**src/rtl/i2s_sample_sched.sv**
```systemverilog
// Sample scheduler feeding i2s_master: two buffered producer streams, paced per frame tick, selected/mixed/muted.
// Build option: define I2S_SAMPLE_SCHED_SAT_EN to make the mix mode saturate instead of averaging.

module i2s_sample_fifo #(
    parameter int W     = 16,
    parameter int DEPTH = 4
) (
    input  logic         i_clk,
    input  logic         i_rst,
    input  logic         i_push,
    input  logic [W-1:0] i_data,
    input  logic         i_pop,
    output logic [W-1:0] o_head,
    output logic         o_empty,
    output logic         o_ready
);

    localparam int AW = $clog2(DEPTH);
    localparam logic [AW:0] FULL_CNT = (AW+1)'(DEPTH);

    logic [W-1:0]  r_mem [DEPTH];
    logic [AW-1:0] r_wr_ptr;
    logic [AW-1:0] r_rd_ptr;
    logic [AW:0]   r_count;
    logic          r_ready;
    logic [AW:0]   w_count_nxt;
    logic          w_wr;
    logic          w_rd;

    assign w_wr    = i_push && r_ready;
    assign w_rd    = i_pop && (r_count != {(AW+1){1'b0}});
    assign o_head  = r_mem[r_rd_ptr];
    assign o_empty = (r_count == {(AW+1){1'b0}});
    assign o_ready = r_ready;

    // Occupancy after this cycle's push/pop; simultaneous push and pop leave it unchanged.
    always_comb begin
        w_count_nxt = r_count;
        case ({w_wr, w_rd})
            2'b10:   w_count_nxt = r_count + {{AW{1'b0}}, 1'b1};
            2'b01:   w_count_nxt = r_count - {{AW{1'b0}}, 1'b1};
            default: w_count_nxt = r_count;
        endcase
    end

    // Pointers, count and registered ready flag.
    always_ff @(posedge i_clk or posedge i_rst) begin
        if (i_rst) begin
            r_wr_ptr <= {AW{1'b0}};
            r_rd_ptr <= {AW{1'b0}};
            r_count  <= {(AW+1){1'b0}};
            r_ready  <= 1'b1;
        end else begin
            if (w_wr) begin
                r_wr_ptr <= r_wr_ptr + {{(AW-1){1'b0}}, 1'b1};
            end
            if (w_rd) begin
                r_rd_ptr <= r_rd_ptr + {{(AW-1){1'b0}}, 1'b1};
            end
            r_count <= w_count_nxt;
            r_ready <= (w_count_nxt != FULL_CNT);
        end
    end

    // Storage array; contents are don't-care once the pointers are reset.
    always_ff @(posedge i_clk) begin
        if (w_wr) begin
            r_mem[r_wr_ptr] <= i_data;
        end
    end

endmodule

module i2s_sample_sched #(
    parameter int DIV   = 24,
    parameter int W     = 16,
    parameter int DEPTH = 4
) (
    input  logic         i_clk,
    input  logic         i_rst,
    input  logic         i_en,
    input  logic [1:0]   i_mode,
    input  logic         i_a_valid,
    output logic         o_a_ready,
    input  logic [W-1:0] i_a_data,
    input  logic         i_b_valid,
    output logic         o_b_ready,
    input  logic [W-1:0] i_b_data,
    output logic [W-1:0] o_smp,
    output logic         o_smp_stb,
    output logic [1:0]   o_und,
    input  logic         i_und_clr
);

    localparam logic [1:0] MODE_A    = 2'b00;
    localparam logic [1:0] MODE_B    = 2'b01;
    localparam logic [1:0] MODE_MIX  = 2'b10;
    localparam logic [1:0] MODE_MUTE = 2'b11;
    localparam logic [7:0] DIV_LAST  = 8'(DIV - 1);

    logic [7:0]   r_cnt;
    logic [W-1:0] r_smp;
    logic         r_stb;
    logic [1:0]   r_und;

    logic         w_tick;
    logic         w_pop_a;
    logic         w_pop_b;
    logic [W-1:0] w_a_head;
    logic [W-1:0] w_b_head;
    logic         w_a_empty;
    logic         w_b_empty;
    logic [W-1:0] w_a_term;
    logic [W-1:0] w_b_term;
    logic [W:0]   w_sum;
    logic [W-1:0] w_mix;
    logic [W-1:0] w_smp_nxt;
    logic [1:0]   w_und_set;

    assign w_tick  = i_en && (r_cnt == DIV_LAST);
    assign w_pop_a = w_tick && (i_mode != MODE_B);
    assign w_pop_b = w_tick && (i_mode != MODE_A);

    i2s_sample_fifo #(.W(W), .DEPTH(DEPTH)) u_fifo_a (
        .i_clk   (i_clk),
        .i_rst   (i_rst),
        .i_push  (i_a_valid),
        .i_data  (i_a_data),
        .i_pop   (w_pop_a),
        .o_head  (w_a_head),
        .o_empty (w_a_empty),
        .o_ready (o_a_ready)
    );

    i2s_sample_fifo #(.W(W), .DEPTH(DEPTH)) u_fifo_b (
        .i_clk   (i_clk),
        .i_rst   (i_rst),
        .i_push  (i_b_valid),
        .i_data  (i_b_data),
        .i_pop   (w_pop_b),
        .o_head  (w_b_head),
        .o_empty (w_b_empty),
        .o_ready (o_b_ready)
    );

    // Frame-period counter; disabling clears it so the next period starts fresh.
    always_ff @(posedge i_clk or posedge i_rst) begin
        if (i_rst) begin
            r_cnt <= 8'd0;
        end else if (!i_en || (r_cnt == DIV_LAST)) begin
            r_cnt <= 8'd0;
        end else begin
            r_cnt <= r_cnt + 8'd1;
        end
    end

    assign w_a_term = w_a_empty ? {W{1'b0}} : w_a_head;
    assign w_b_term = w_b_empty ? {W{1'b0}} : w_b_head;
    assign w_sum    = {w_a_term[W-1], w_a_term} + {w_b_term[W-1], w_b_term};

    // Mix reduction: clamp on sign disagreement of the extended sum, or halve it.
    always_comb begin
        w_mix = w_sum[W-1:0];
`ifdef I2S_SAMPLE_SCHED_SAT_EN
        if (w_sum[W] != w_sum[W-1]) begin
            w_mix = w_sum[W] ? {1'b1, {(W-1){1'b0}}} : {1'b0, {(W-1){1'b1}}};
        end else begin
            w_mix = w_sum[W-1:0];
        end
`else
        w_mix = w_sum[W:1];
`endif
    end

    // Next sample and underrun events; a lone empty source holds the previous sample.
    always_comb begin
        w_smp_nxt = r_smp;
        w_und_set = 2'b00;
        if (w_tick) begin
            case (i_mode)
                MODE_A: begin
                    if (w_a_empty) begin
                        w_und_set[0] = 1'b1;
                    end else begin
                        w_smp_nxt = w_a_head;
                    end
                end
                MODE_B: begin
                    if (w_b_empty) begin
                        w_und_set[1] = 1'b1;
                    end else begin
                        w_smp_nxt = w_b_head;
                    end
                end
                MODE_MIX: begin
                    w_smp_nxt = w_mix;
                    w_und_set = {w_b_empty, w_a_empty};
                end
                MODE_MUTE: begin
                    w_smp_nxt = {W{1'b0}};
                end
                default: begin
                    w_smp_nxt = r_smp;
                end
            endcase
        end else begin
            w_smp_nxt = r_smp;
        end
    end

    // Registered sample, strobe and sticky underrun flags (a new set beats a clear).
    always_ff @(posedge i_clk or posedge i_rst) begin
        if (i_rst) begin
            r_smp <= {W{1'b0}};
            r_stb <= 1'b0;
            r_und <= 2'b00;
        end else begin
            r_smp <= w_smp_nxt;
            r_stb <= w_tick;
            r_und <= (i_und_clr ? 2'b00 : r_und) | w_und_set;
        end
    end

    assign o_smp     = r_smp;
    assign o_smp_stb = r_stb;
    assign o_und     = r_und;

endmodule

```
**config.mk**
```make
export PLATFORM = sky130hd
export DESIGN_NAME = i2s_sample_sched
export DESIGN_NICKNAME = d
export VERILOG_FILES = /design/src/rtl/i2s_sample_sched.sv
export SDC_FILE = /design/constraint.sdc
export NUM_CORES = 1
export LEC_CHECK = 0
export ABC_AREA = 1
export ABC_CLOCK_PERIOD_IN_PS = 6320
export CAP_MARGIN = 20
export CORE_MARGIN = 4
export CORE_UTILIZATION = 41
export DETAILED_ROUTE_END_ITERATION = 8
export GPL_ROUTABILITY_DRIVEN = 0
export SLEW_MARGIN = 10
export SYNTH_ARGS = -nofsm -noshare
export SYNTH_HDL_FRONTEND = slang
export SYNTH_SLANG_ARGS = --single-unit
```
**constraint.sdc**
```tcl
create_clock -name i_clk -period 6.32 [get_ports i_clk]
set_input_delay 0.948 -clock i_clk [delete_from_list [all_inputs] [get_ports i_clk]]
set_output_delay 0.948 -clock i_clk [all_outputs]
set_load 0.05 [all_outputs]
```
# Yosys cells after proc, flatten, opt, wreduce, memory -nomap -nowiden
# Memories as Yosys holds them, arrays and structs flattened.
# Cells that the tools add are included.
[word_totals]
n_memories = 2
mem_bits_rw = 128
elab_cells = 72
input_bits = 40
regBits = 43
[mem_list]
columns = ["name", "words", "width", "rd", "rd_ports_with_merged_regs", "write_ports", "line_no", "rtl"]
rows = [
  ["u_fifo_a.r_mem", 4, 16, 1, 0, 1, "21", "logic [W-1:0] r_mem [DEPTH];"],
  ["u_fifo_b.r_mem", 4, 16, 1, 0, 1, "21", ""],
]
[op_classes]
n_bitwise = 1
n_eq_ne = 13
mux = 18
n_addsub = 10
reduce_logical = 16
[ops]
columns = ["operator", "count"]
rows = [
  ["16-bit two-way mux", 4],
  ["16-bit case mux with 4 select lines", 1],
  ["16-bit by 16-bit adder with 17-bit output", 1],
  ["3-bit case mux with 2 select lines", 2],
  ["2-bit by 1-bit adder with 2-bit output, second input constant", 4],
  ["8-bit by 1-bit adder with 8-bit output, second input constant", 1],
  ["2-bit == test, second input constant", 4],
  ["8-bit by 5-bit == test with 1-bit output, second input constant", 1],
  ["8-bit two-way mux", 1],
  ["1-bit logical AND", 7],
  ["3-bit by 1-bit adder with 3-bit output, second input constant", 2],
  ["2-bit by 1-bit == test with 1-bit output, second input constant", 3],
  ["3-bit logical NOT", 2],
  ["1-bit two-way mux", 6],
  ["3-bit != test, second input constant", 2],
  ["3-bit nonzero test", 2],
  ["3-bit by 1-bit subtractor with 3-bit output, second input constant", 2],
  ["2-bit two-way mux", 2],
  ["2-bit != test, second input constant", 2],
  ["1-bit case mux with 2 select lines", 2],
  ["3-bit AND reduction", 1],
  ["2-bit logical NOT", 1],
  ["2-bit by 1-bit != test with 1-bit output, second input constant", 1],
  ["2-bit OR", 1],
  ["other kinds (3)", 3],
]

# Longest topological paths before layout
# Gate-level depths: netlist of run 1.
[depth]
depth_word = 7
ltp_mapped = 21

# By module
# Synthesis of run 1 repeated with hierarchy kept, for this count alone.
[hier_totals]
cells_unflattened = 856
area_unflattened_um2 = 8504.4
[by_module_without_submodules]
columns = ["module", "instances", "cells_per_inst", "area_per_inst_um2", "seq_area_each_um2"]
rows = [
  ["i2s_sample_fifo", 2, 210, 2921.6, 2123.3],
  ["i2s_sample_sched", 1, 436, 2661.3, 675.6],
]

# Worst setup path after synthesis of run 1
# Ideal clock, no wire load.
[synth_path]
path_kind = "input to register"
startpoint = "in i_mode[0]"
endpoint = "reg u_fifo_b.r_ready, in the netlist u_fifo_b.o_ready"
stages = 10
setup_slack_ps = 3702
arrival_time_ps = 2535
required_time_ps = 6238
path_cell_list = "inv_1 > ha_1 > nor3_2 > ha_1 > inv_1 > fa_1 > a21oi_1 > o21ai_0 > xor2_1 > nand2_1"
[synth_between]
elab_chain_len = 6
[synth_rtl]
columns = ["item", "line_no", "rtl"]
rows = [
  ["start: declaration", "82", "input logic [1:0] i_mode,"],
  ["2-bit nonzero test *", "122", "assign w_pop_b = w_tick && (i_mode != MODE_A);"],
  ["1-bit logical AND *", "122", ""],
  ["1-bit logical AND *", "31", "assign w_rd = i_pop && (r_count != {(AW+1){1'b0}});"],
  ["via u_fifo_b.w_rd", "28", "logic w_rd;"],
  ["2-bit by 1-bit == test with 1-bit output or 2-bit == test (tied branches)", "39", "case ({w_wr, w_rd})"],
  ["3-bit case mux with 2 select lines *", "39", ""],
  ["via u_fifo_b.w_count_nxt[2]", "26", "logic [AW:0] w_count_nxt;"],
  ["3-bit != test *", "61", "r_ready <= (w_count_nxt != FULL_CNT);"],
  ["end signal: assignment", "61", ""],
  ["end: declaration", "25", "logic r_ready;"],
]
# The timed path passes the listed nets; every way through them passes the cells marked *.
# A chain may end at the register's enable or synchronous reset.

# Worst setup path after layout of run 1
[layout_path]
startpoint = "reg u_fifo_a.r_rd_ptr[1]"
endpoint = "reg r_smp[15], in the netlist o_smp[15]"
[layout_between]
elab_chain_len = 4
[layout_rtl]
columns = ["item", "line_no", "rtl"]
rows = [
  ["start: declaration", "23", "logic [AW-1:0] r_rd_ptr;"],
  ["start signal: assignment", "50", "r_rd_ptr <= {AW{1'b0}};"],
  ["start signal: assignment", "58", "r_rd_ptr <= r_rd_ptr + {{(AW-1){1'b0}}, 1'b1};"],
  ["memory 4 x 16 bit *", "-", ""],
  ["16-bit two-way mux", "157", "assign w_a_term = w_a_empty ? {W{1'b0}} : w_a_head;"],
  ["16-bit by 16-bit adder with 17-bit output", "159", "assign w_sum = {w_a_term[W-1], w_a_term} + {w_b_term[W-1], w_b_term};"],
  ["16-bit case mux with 4 select lines *", "180", "case (i_mode)"],
  ["end signal: assignment", "214", "r_smp <= {W{1'b0}};"],
  ["end signal: assignment", "218", "r_smp <= w_smp_nxt;"],
  ["end: declaration", "102", "logic [W-1:0] r_smp;"],
]
# Every way passes the cells marked *; elsewhere a longest branch is shown, timed or not. The select of a mux whose other input is x is not followed.

==> impl_metrics.py, run 1 <==
metrics = {
    "setup_path": {
        "timing.rr.end": "o_smp[15]$_DFFE_PP0P_",
        "worstSetupPathType": "reg2reg",
        "worstSetupEndpointType": "flop",
        "cp_slowest_cell": "dfrtp_1",
        "critPathRequiredTime_ns": 6.64,
        "cp_cell_sequence": "inv_1 > o21ai_0 > o22ai_1 > inv_1 > nor2_1 > fa_1 > nand3_1 > nand3_1 > a21oi_1 > o21ai_1 > nand4_1 > nand2_1 > nand2_1 > nand3_1 > nand2_1 > nand2_1 > nand2_1",
        "path_common_cell": "nand2_1",
        "max_stage_delay_ns": 0.61,
        "cp_top_family": "simple AND/OR/NAND/NOR gates",
        "ff2ff_setup_slack_ns": 2.75,
        "cp.arrival_ns": 3.89,
        "cp.buffers_inverters": 2,
        "crit_path_start_kind": "flop",
        "timing.rr.start": "u_fifo_a.r_rd_ptr[1]$_DFFE_PP0P_",
        "r2r_cells": 17,
        "critPathMaxFanout": 17,
        "path_depth": 17,
    },
    "synth": {
        "synthFlopType": "edfxtp_1",
        "synthAdderAreaFrac_pct": 5.247,
        "synth_compound_area_share_pct": 12.09,
        "ys_ff_latch": 171,
        "synth_mux_area_share_pct": 0,
        "synth_top_family_by_area": "simple AND/OR/NAND/NOR gates",
        "synth_area_per_cell_um2": 10.27,
        "synth_edf_count": 128,
        "yosysSeqAreaShare_pct": 61.07,
        "synthXorXnorAreaFrac_pct": 1.087,
        "synth_cell_types": 41,
        "yosysWarnings": 0,
        "async_flop_share_pct": 25.15,
        "synth_nets": 857,
        "synthCells": 785,
        "synth-simple-area-share_pct": 15.45,
        "synth_area_um2": 8060,
    },
    "final_layout": {
        "areaGrowthSynthToFinish_pct": 17.98,
        "multi_input_area_um2": 2745,
        "final_common_cell": "nand2_1",
        "drive_above_1_share_pct": 6.565,
        "nFillCells": 1787,
        "num_antenna_cells": 0,
        "fin_util_pct": 49.02,
        "fin_nets": 912,
        "register_area_um2": 4922,
        "layout_common_cells": "175 x nand2_1, 128 x edfxtp_1, 87 x nor2_1",
    },
    "detailed_routing": {
        "drt_first_iter_violations": 338,
        "wirelength_um": 17540,
        "drc_errors": 0,
        "routed_via_density": 4.985,
        "wl_per_cell_um": 15.69,
        "vias": 5573,
        "final_antenna_net_count": 0,
        "firstDrtPassIters": 5,
    },
    "outcome": {
        "status": "completed",
    },
    "cts": {
        "root_buffer": "clkbuf_16",
        "post_cts_buffers": 0,
        "htreeDepth": 4,
        "cts.sinks": 171,
        "clock_path_buffers": 2,
        "clk_pin_slew_ns": 0.07,
        "insertion_delay_ns": 0.43,
        "postCtsHoldBufs": 0,
        "numCtsBuffers": 17,
        "cts_tree": "yes",
        "cts-resized-gates": 0,
    },
    "sta": {
        "slew_viol_final": 0,
        "min_period_over_period_pct": 56.48,
        "fin_crit_ns": 3.570,
        "rsz0062_at_grt": "false",
        "max_freq_mhz": 280.1,
        "worst_clock_skew_ns": 0.01123,
        "tightest_slew_ns": 1.027,
        "final_hold_viol_count": 0,
        "slew_headroom_pct": 31.45,
        "setup_tns_ns": 0,
        "setup_viol": 0,
    },
    "floorplanning": {
        "initial_utilization_pct": 41.55,
        "die_h_um": 148.2,
        "rows": 51,
        "die_w_um": 148.2,
        "core_area_um2": 19400,
        "io_pins": 61,
        "dieArea_um2": 21970,
    },
    "place": {
        "place_hpwl_um": 11890,
        "port_buffers": 60,
    },
    "hold_path": {
        "worstHoldStart": "r_cnt[0]$_DFF_PP0_",
        "hold_path_class": "reg2reg",
        "worst_hold_path.endpoint": "r_cnt[0]$_DFF_PP0_",
        "hold-path-cell-count": 1,
    },
    "grt": {
        "gr-total-overflow": 0,
        "antenna_found_initial": 0,
        "grt_max_degree": 44,
        "grt_pass1_wl_um": 27880,
        "grtUsageTotal_pct": 16.35,
        "grt_pass1_vias": 5242,
    },
    "power": {
        "pwr-share-comb_pct": 29.5,
        "ir_drop_mv": 0.2469,
        "power_density_nw_per_um2": 371.7,
        "swShare_pct": 33.74,
        "p_sw_w": 0.001192,
        "clockPowerShare_pct": 28.8,
        "p_leak_nw": 3.806,
        "p_total_w": 0.003534,
        "seqPwrFrac_pct": 41.7,
        "power.internal_w": 0.002342,
    },
    "flow_run": {
        "drv_cap": 0,
    },
}
## flip-flops by register name, indices dropped and copies added, names as in the netlist
name	cells
u_fifo_a.r_count	3
u_fifo_b.r_count	3
o_und	2
u_fifo_a.r_rd_ptr	2
u_fifo_a.r_wr_ptr	2
u_fifo_a.r_mem	64
o_smp	16
o_smp_stb	1
u_fifo_b.r_rd_ptr	2
u_fifo_b.r_wr_ptr	2
u_fifo_b.o_ready	1
u_fifo_a.o_ready	1
r_cnt	8
u_fifo_b.r_mem	64
## worst reg2reg max path, stage by stage, from the launching register on
cell and delay [ns]:
dfrtp_1 0.61, inv_1 0.57, o21ai_0 0.20, o22ai_1 0.21, inv_1 0.06, nor2_1 0.31, fa_1 0.30, nand3_1 0.08
nand3_1 0.13, a21oi_1 0.14, o21ai_1 0.32, nand4_1 0.16, nand2_1 0.10, nand2_1 0.05, nand3_1 0.07, nand2_1 0.06
nand2_1 0.06, nand2_1 0.05
## per-layer routing
| layer | vias up | global-route usage [%] | routed length (µm) |
|---|---|---|---|
| met1 | 2643 | 22.65 | 8121 |
| met3 | 18 | 3.534 | 692 |
| met4 | 0 | 6.051 | 286 |
| li1 | 2811 | - | - |
| met5 | - | 0 | 0 |
| met2 | 101 | 25.53 | 8444 |
## worst max path at each step
stage,startpoint,to,slack [ns]
finish,u_fifo_a.r_rd_ptr[1]$_DFFE_PP0P_,o_smp[15]$_DFFE_PP0P_,2.75
global route,u_fifo_a.r_rd_ptr[1]$_DFFE_PP0P_,o_smp[11]$_DFFE_PP0P_,2.33
floorplan,i_mode[0],u_fifo_b.o_ready$_DFF_PP1_,3.70
detailed placement,i_mode[0],o_smp[0]$_DFFE_PP0P_,2.68
CTS,u_fifo_a.r_rd_ptr[1]$_DFFE_PP0P_,o_smp[11]$_DFFE_PP0P_,2.79
global placement,i_mode[0],o_smp[0]$_DFFE_PP0P_,2.73
## layout make-up
class                      instances  area share, %
sequential                       171          51.76
multi-input combinational        511          28.87
timing repair buffer              65          6.921
clock buffer                      19          4.553
tap                              265          3.487
inverter                          74          2.921
clock inverter                    13          1.487
## stage by stage
step	hold WS, ns	setup slack, ns	std cells	area [µm²]
floorplan	0.4329	3.702	785	8060
global placement	0.4576	2.727	1085	8907
detailed placement	0.4599	2.679	1085	8907
CTS	0.4691	2.789	1117	9482
global route	0.4925	2.328	1118	9509
finish	0.4693	2.750	1118	9509
## power groups by stage
stage	clock [W]	sequential (W)	combinational, W
final	0.00102	0.00147	0.00104
after global placement	0	0.00150	0.00103
after floorplan	0	0.00152	0.000716
after global routing	0.00109	0.00149	0.00118
after detailed placement	0	0.00150	0.00104
after CTS	0.00104	0.00148	0.00105
## cells by family (layout without fill, tap and decap cells)
group | Yosys count | in the layout
xor gates and xnor gates | 10 | 10
buffers and inverters | 103 | 171
DFF | 171 | 171
adders and majority gates | 32 | 32
AOI/OAI and AO/OA | 162 | 162
and+or+nand+nor | 307 | 307
## synth_stat cells, types with 3 or more instances
library cell,instances,area (µm²)
edfxtp_1,128,3844
a21oi_1,53,265.3
buf_2,5,25.02
o211ai_1,7,52.55
nor2_1,93,349.1
inv_1,70,262.8
nand2_1,175,656.9
o21ai_0,56,280.3
inv_2,3,11.26
nor3_2,3,30.03
nor3_1,5,25.02
ha_1,29,362.9
xor2_1,8,70.07
nand3_1,20,100.1
dfrtp_1,41,1026
o221ai_1,5,43.79
o22ai_1,13,81.33
o21ai_1,3,15.01
fa_1,3,60.06
a32o_1,15,150.1
clkbuf_1,22,82.58
Note: power is estimated with default switching activity, not from simulation.
==> inputs of run 2 (changes only) <==
--- a/config.mk
+++ b/config.mk
@@ -6,7 +6,7 @@
 export NUM_CORES = 1
 export LEC_CHECK = 0
 export ABC_AREA = 1
-export ABC_CLOCK_PERIOD_IN_PS = 6320
+export ABC_CLOCK_PERIOD_IN_PS = 3600
 export CAP_MARGIN = 20
 export CORE_MARGIN = 4
 export CORE_UTILIZATION = 41
==> constraint.sdc (replaced) <==
create_clock -name i_clk -period 3.6 [get_ports i_clk]
set_input_delay 0.54 -clock i_clk [delete_from_list [all_inputs] [get_ports i_clk]]
set_output_delay 0.54 -clock i_clk [all_outputs]
set_load 0.05 [all_outputs]
==> run 2 against run 1 <==
Combinational power is 78% higher. Die area is the same. Via count up 1.6%. Sequential share of layout area fell by 0.55 points. Final cell count is 1.4% higher. Clock power grew 73%. Sequential power is 76% higher. Hold slack worse by 0.0020 ns. Clock-buffer cell count grew 3. Cell area increased by 1.1%. First-iteration DRC count increased by 30%. Critical path type unchanged. Critical endpoint is now o_smp[11]$_DFFE_PP0P_.
==> impl_metrics.py, run 2 (synthesized netlist as in run 1, its figures left out) <==
metrics = {
    "outcome": {
        "status": "completed",
    },
    "sta": {
        "slew_viol_final": 0,
        "tightest_slew_ns": 0.9476,
        "setup_tns_ns": 0,
        "slew_headroom_pct": 36.74,
        "min_period_over_period_pct": 82.40,
        "worst_slack_ns": 0.6336,
        "fin_crit_ns": 2.966,
        "worst_clock_skew_ns": 0.009042,
        "rsz0062_at_grt": "false",
        "setup_viol": 0,
        "max_freq_mhz": 337.1,
        "hold_slack_ns": 0.4673,
        "final_hold_viol_count": 0,
    },
    "flow_run": {
        "drv_cap": 0,
    },
    "final_layout": {
        "num_antenna_cells": 0,
        "final_common_cell": "nand2_1",
        "areaGrowthSynthToFinish_pct": 19.23,
        "nFillCells": 1774,
        "fin_nets": 928,
        "layoutNonFillerInstCount": 1134,
        "drive_above_1_share_pct": 7.710,
        "layout_common_cells": "175 x nand2_1, 128 x edfxtp_1, 93 x nor2_1",
    },
    "setup_path": {
        "ff2ff_setup_slack_ns": 0.63,
        "worstSetupPathType": "reg2reg",
        "timing.rr.start": "u_fifo_a.r_rd_ptr[0]$_DFFE_PP0P_",
        "cp.arrival_ns": 3.28,
        "crit_path_start_kind": "flop",
        "worstSetupEndpointType": "flop",
        "critPathMaxFanout": 28,
        "timing.rr.end": "o_smp[11]$_DFFE_PP0P_",
        "critPathRequiredTime_ns": 3.91,
        "r2r_cells": 19,
    },
    "cts": {
        "htreeDepth": 4,
        "root_buffer": "clkbuf_16",
        "clk_pin_slew_ns": 0.06,
        "cts.sinks": 171,
        "post_cts_buffers": 0,
        "cts-resized-gates": 0,
        "clock_path_buffers": 2,
        "cts_tree": "yes",
        "postCtsHoldBufs": 0,
        "insertion_delay_ns": 0.43,
        "numCtsBuffers": 17,
    },
    "floorplanning": {
        "dieArea_um2": 21970,
        "rows": 51,
        "core_area_um2": 19400,
        "die_w_um": 148.2,
        "die_h_um": 148.2,
        "io_pins": 61,
        "initial_utilization_pct": 41.55,
    },
    "power": {
        "swShare_pct": 33.47,
        "clockPowerShare_pct": 28.4,
        "pwr-share-comb_pct": 29.9,
        "power_density_nw_per_um2": 645.1,
        "p_leak_nw": 3.908,
        "seqPwrFrac_pct": 41.7,
        "p_sw_w": 0.002075,
        "p_total_w": 0.006199,
        "ir_drop_mv": 0.4133,
        "power.internal_w": 0.004124,
    },
    "hold_path": {
        "hold-path-cell-count": 1,
        "worst_hold_path.endpoint": "r_cnt[0]$_DFF_PP0_",
        "worstHoldStart": "r_cnt[0]$_DFF_PP0_",
        "hold_path_class": "reg2reg",
    },
    "grt": {
        "antenna_found_initial": 0,
        "grt_pass1_vias": 5470,
        "grt_max_degree": 44,
        "grt_pass1_wl_um": 28320,
        "grtUsageTotal_pct": 16.62,
        "gr-total-overflow": 0,
    },
    "place": {
        "port_buffers": 60,
        "place_hpwl_um": 11980,
        "placed_cells": 1102,
        "place_ws_ns": 0.6373,
    },
    "detailed_routing": {
        "final_antenna_net_count": 0,
        "wirelength_um": 17540,
        "wl_per_cell_um": 15.47,
        "vias": 5660,
        "firstDrtPassIters": 5,
        "drc_errors": 0,
        "routed_via_density": 4.991,
        "drt_first_iter_violations": 438,
    },
}
[run 2: worst max-delay path by stage]
| stage | startpoint | end | depth (start not counted) |
|---|---|---|---|
| 2_1_floorplan | u_fifo_b.r_count[0]$_DFF_PP0_ | o_smp[11]$_DFFE_PP0P_ | 16 |
| 3_3_place_gp | i_mode[1] | u_fifo_a.o_ready$_DFF_PP1_ | 11 |
| 3_5_place_dp | i_mode[1] | u_fifo_a.o_ready$_DFF_PP1_ | 11 |
| 4_1_cts | u_fifo_a.r_rd_ptr[0]$_DFFE_PP0P_ | o_smp[11]$_DFFE_PP0P_ | 19 |
| 5_1_grt | u_fifo_a.r_rd_ptr[0]$_DFFE_PP0P_ | o_smp[15]$_DFFE_PP0P_ | 19 |
| 6_report | u_fifo_a.r_rd_ptr[0]$_DFFE_PP0P_ | o_smp[11]$_DFFE_PP0P_ | 19 |
[run 2: per-layer routing]
layer / global-route usage (%) / routed length (µm) / up-vias
met4: 6.328 / 371 / 0
met1: 22.40 / 8233 / 2678
li1: - / - / 2841
met5: 0 / 0 / -
met3: 4.022 / 768 / 22
met2: 26.24 / 8168 / 119
[run 2: stage by stage]
stage / area (µm²) / utilization, %
3_3_place_gp: 9032 / 46.56
2_1_floorplan: 8060 / -
4_1_cts: 9610 / 49.54
6_report: 9610 / 49.54
5_1_grt: 9610 / 49.54
3_5_place_dp: 9032 / 46.56
[run 2: worst max-delay path, stage by stage (launching register included)]
cell and delay (ns):
dfrtp_1 0.38, inv_2 0.37, nand2_1 0.11, nand3_1 0.09, nand2_1 0.10, nor2_1 0.17
nand2_1 0.10, inv_1 0.09, fa_1 0.20, nand3_1 0.07, nand3_1 0.13, a21oi_1 0.13
o21ai_1 0.35, nand3_1 0.12, nand2_1 0.10, nand2_1 0.05, nand2_1 0.06, nor2_1 0.05
o21ai_1 0.12, nand2_1 0.06
[run 2: area by class of cell]
class / instances / area, µm² / share of cell area [%]
flip-flops and latches: 171 / 4922 / 51.22
clock buffers: 22 / 508.0 / 5.286
clock inverters: 10 / 70.07 / 0.7291
well taps: 265 / 331.6 / 3.450
multi-input cells: 511 / 2730 / 28.41
inverters: 74 / 277.8 / 2.890
repair buffers: 81 / 770.7 / 8.020
[run 2: power groups by stage]
stage          Combinational, W  Clock [W]  Sequential [W]
3_3_place_gp            0.00183          0         0.00262
6_report                0.00185    0.00176         0.00259
4_1_cts                 0.00185    0.00179         0.00259
5_1_grt                 0.00211    0.00189         0.00262
2_1_floorplan           0.00126          0         0.00267
3_5_place_dp            0.00184          0         0.00263
==> inputs of run 3 (changes only) <==
--- a/config.mk
+++ b/config.mk
@@ -6,7 +6,7 @@
 export NUM_CORES = 1
 export LEC_CHECK = 0
 export ABC_AREA = 1
-export ABC_CLOCK_PERIOD_IN_PS = 3600
+export ABC_CLOCK_PERIOD_IN_PS = 2490
 export CAP_MARGIN = 20
 export CORE_MARGIN = 4
 export CORE_UTILIZATION = 41
==> constraint.sdc (replaced) <==
create_clock -name i_clk -period 2.49 [get_ports i_clk]
set_input_delay 0.3735 -clock i_clk [delete_from_list [all_inputs] [get_ports i_clk]]
set_output_delay 0.3735 -clock i_clk [all_outputs]
set_load 0.05 [all_outputs]
==> run 3 against run 2 <==
The run now ends with negative setup slack left. Non-clock buffer count is 126 higher. Core utilization up 8.7 points. Final cell count up 11%. Maximum frequency rose by 13%. Clock power is 54% higher. Total power increased by 77%. Die area unchanged. Largest cell class unchanged. Highest routed layer unchanged.
==> impl_metrics.py, run 3 (synthesized netlist as in run 1, its figures left out) <==
metrics = {
    "hold_path": {
        "hold_path_class": "in2async",
    },
    "grt": {
        "grt_max_degree": 44,
        "grt_pass1_wl_um": 30540,
        "antenna_found_initial": 0,
        "grt_pass1_vias": 6088,
        "grtUsageTotal_pct": 17.77,
        "gr-total-overflow": 0,
    },
    "final_layout": {
        "fin_nets": 1054,
        "final_common_cell": "nand2_1",
        "num_antenna_cells": 0,
        "layoutNonFillerInstCount": 1260,
        "drive_above_1_share_pct": 31.96,
        "layout_common_cells": "158 x nand2_1, 128 x edfxtp_1, 127 x buf_4",
        "areaGrowthSynthToFinish_pct": 40.10,
    },
    "cts": {
        "postCtsHoldBufs": 0,
        "cts_tree": "yes",
        "cts.sinks": 171,
        "clock_path_buffers": 2,
        "root_buffer": "clkbuf_16",
        "htreeDepth": 4,
        "clk_pin_slew_ns": 0.07,
        "insertion_delay_ns": 0.42,
        "numCtsBuffers": 17,
    },
    "floorplanning": {
        "io_pins": 61,
        "die_w_um": 148.2,
        "initial_utilization_pct": 41.55,
        "core_area_um2": 19400,
        "die_h_um": 148.2,
        "rows": 51,
        "dieArea_um2": 21970,
    },
    "sta": {
        "tightest_slew_ns": 0.5449,
        "setup_viol": 5,
        "worst_clock_skew_ns": 0.009407,
        "setup_tns_ns": -0.2343,
        "rsz0062_at_grt": "true",
        "min_period_over_period_pct": 105.1,
        "worst_slack_ns": -0.1278,
        "final_hold_viol_count": 0,
        "fin_crit_ns": 2.618,
        "slew_viol_final": 0,
        "slew_headroom_pct": 63.68,
        "max_freq_mhz": 382.0,
    },
    "setup_path": {
        "timing.rr.end": "o_smp[12]$_DFFE_PP0P_",
        "path_common_cell": "nand2_1",
        "critPathMaxFanout": 16,
        "critPathRequiredTime_ns": 2.81,
        "max_stage_delay_ns": 0.49,
        "worstSetupEndpointType": "flop",
        "crit_path_start_kind": "flop",
        "cp_cell_sequence": "inv_8 > buf_4 > o21ai_1 > o22ai_2 > nand2_1 > inv_1 > ha_4 > nand2_2 > nor2_4 > nand2_1 > o21ai_2 > nand2_1 > a21oi_1 > nor2_1 > o21ai_2 > nand2_1",
        "cp_slowest_cell": "dfrtp_2",
        "ff2ff_setup_slack_ns": -0.13,
        "cp.arrival_ns": 2.93,
        "r2r_cells": 16,
        "timing.rr.start": "u_fifo_a.r_rd_ptr[0]$_DFFE_PP0P_",
        "worstSetupPathType": "reg2reg",
    },
    "power": {
        "power_density_nw_per_um2": 969.3,
        "seqPwrFrac_pct": 34.3,
        "clockPowerShare_pct": 24.8,
        "p_leak_nw": 4.631,
        "ir_drop_mv": 0.5881,
        "p_sw_w": 0.003736,
        "power.internal_w": 0.007210,
        "swShare_pct": 34.13,
        "pwr-share-comb_pct": 41.0,
    },
    "detailed_routing": {
        "firstDrtPassIters": 5,
        "wl_per_cell_um": 15.42,
        "routed_via_density": 4.961,
        "final_antenna_net_count": 0,
        "wirelength_um": 19430,
        "drt_first_iter_violations": 377,
        "drc_errors": 0,
        "vias": 6251,
    },
    "place": {
        "place_ws_ns": -0.2478,
        "port_buffers": 60,
        "place_hpwl_um": 13080,
        "placed_cells": 1198,
    },
    "outcome": {
        "status": "finished, violations left",
        "violations": "negative setup slack",
    },
    "flow_run": {
        "drv_cap": 0,
    },
}
-- run 3: changes by cell type in the layout (fill, tap and decap cells not counted), sizes merged --
cell	delta
clkbuf	-5
bufinv	+3
buf	+126
inv	-2
clkinvlp	+1
clkinv	+3
-- run 3: layout make-up --
type	count	area, µm²
Inverter	74	289.0
Timing Repair Buffer	207	1857
Sequential cell	171	4923
Multi-Input combinational cell	511	3278
Fill cell	1602	8107
Clock inverter	15	187.7
Clock buffer	17	425.4
Tap cell	265	331.6
-- run 3: how the worst max path moves through the flow --
stage                                startpoint  cells after the start  slack [ns]               endpoint
3_3_place_gp   u_fifo_a.r_rd_ptr[0]$_DFFE_PP0P_                     16       -0.19  o_smp[13]$_DFFE_PP0P_
4_1_cts        u_fifo_b.r_rd_ptr[0]$_DFFE_PP0P_                     18       -0.04  o_smp[11]$_DFFE_PP0P_
6_report       u_fifo_a.r_rd_ptr[0]$_DFFE_PP0P_                     16       -0.13  o_smp[12]$_DFFE_PP0P_
3_5_place_dp   u_fifo_a.r_rd_ptr[0]$_DFFE_PP0P_                     17       -0.25  o_smp[11]$_DFFE_PP0P_
5_1_grt        u_fifo_a.r_rd_ptr[0]$_DFFE_PP0P_                     16       -0.23  o_smp[12]$_DFFE_PP0P_
2_1_floorplan  u_fifo_b.r_rd_ptr[1]$_DFFE_PP0P_                     15        0.03  o_smp[11]$_DFFE_PP0P_
-- run 3: power groups by stage --
stage / combinational (W) / clock, W / sequential (W)
global route: 0.00489 / 0.00293 / 0.00379
CTS: 0.00393 / 0.00277 / 0.00375
global placement: 0.00339 / 0 / 0.00379
finish: 0.00448 / 0.00271 / 0.00375
detailed placement: 0.00341 / 0 / 0.00380
floorplan: 0.00183 / 0 / 0.00386
-- run 3: what timing repair did --
action / CTS / global route
gates resized for setup: 92 / 95
cloned: 1 / 0
pin swaps: 41 / 56
setup buffers: 12 / 19
setup endpoints to repair: 15 / 19
-- run 3: metal layers --
layer	global-route usage, %	share of wire (%)	vias to the layer above	routed length (µm)
met5	0	0	-	0
met4	6.697	2.0	0	389
met3	3.352	3.9	29	767
met2	28.87	50	135	9640
met1	23.89	44	2984	8635
li1	-	-	3103	-
-- run 3: worst max-delay path, delay by kind of cell, from the launching register on --
kind,cells,cell delay (ns)
fa+ha+maj,1,0.28
simple gates,7,0.63
compound gates,5,0.80
buf+inv,3,0.32
flops,1,0.49
-- run 3: stage by stage --
stage | hold slack (ns) | utilization (%) | total power, W | instance area, µm²
final | 0.2938 | 58.21 | 0.01095 | 11290
after detailed placement | 0.4622 | 50.75 | 0.007203 | 9844
after floorplan | 0.4329 | - | 0.005691 | 8066
after global routing | 0.3191 | 58.21 | 0.01160 | 11290
after global placement | 0.4536 | 50.75 | 0.007178 | 9844
after CTS | 0.2876 | 56.13 | 0.01044 | 10890
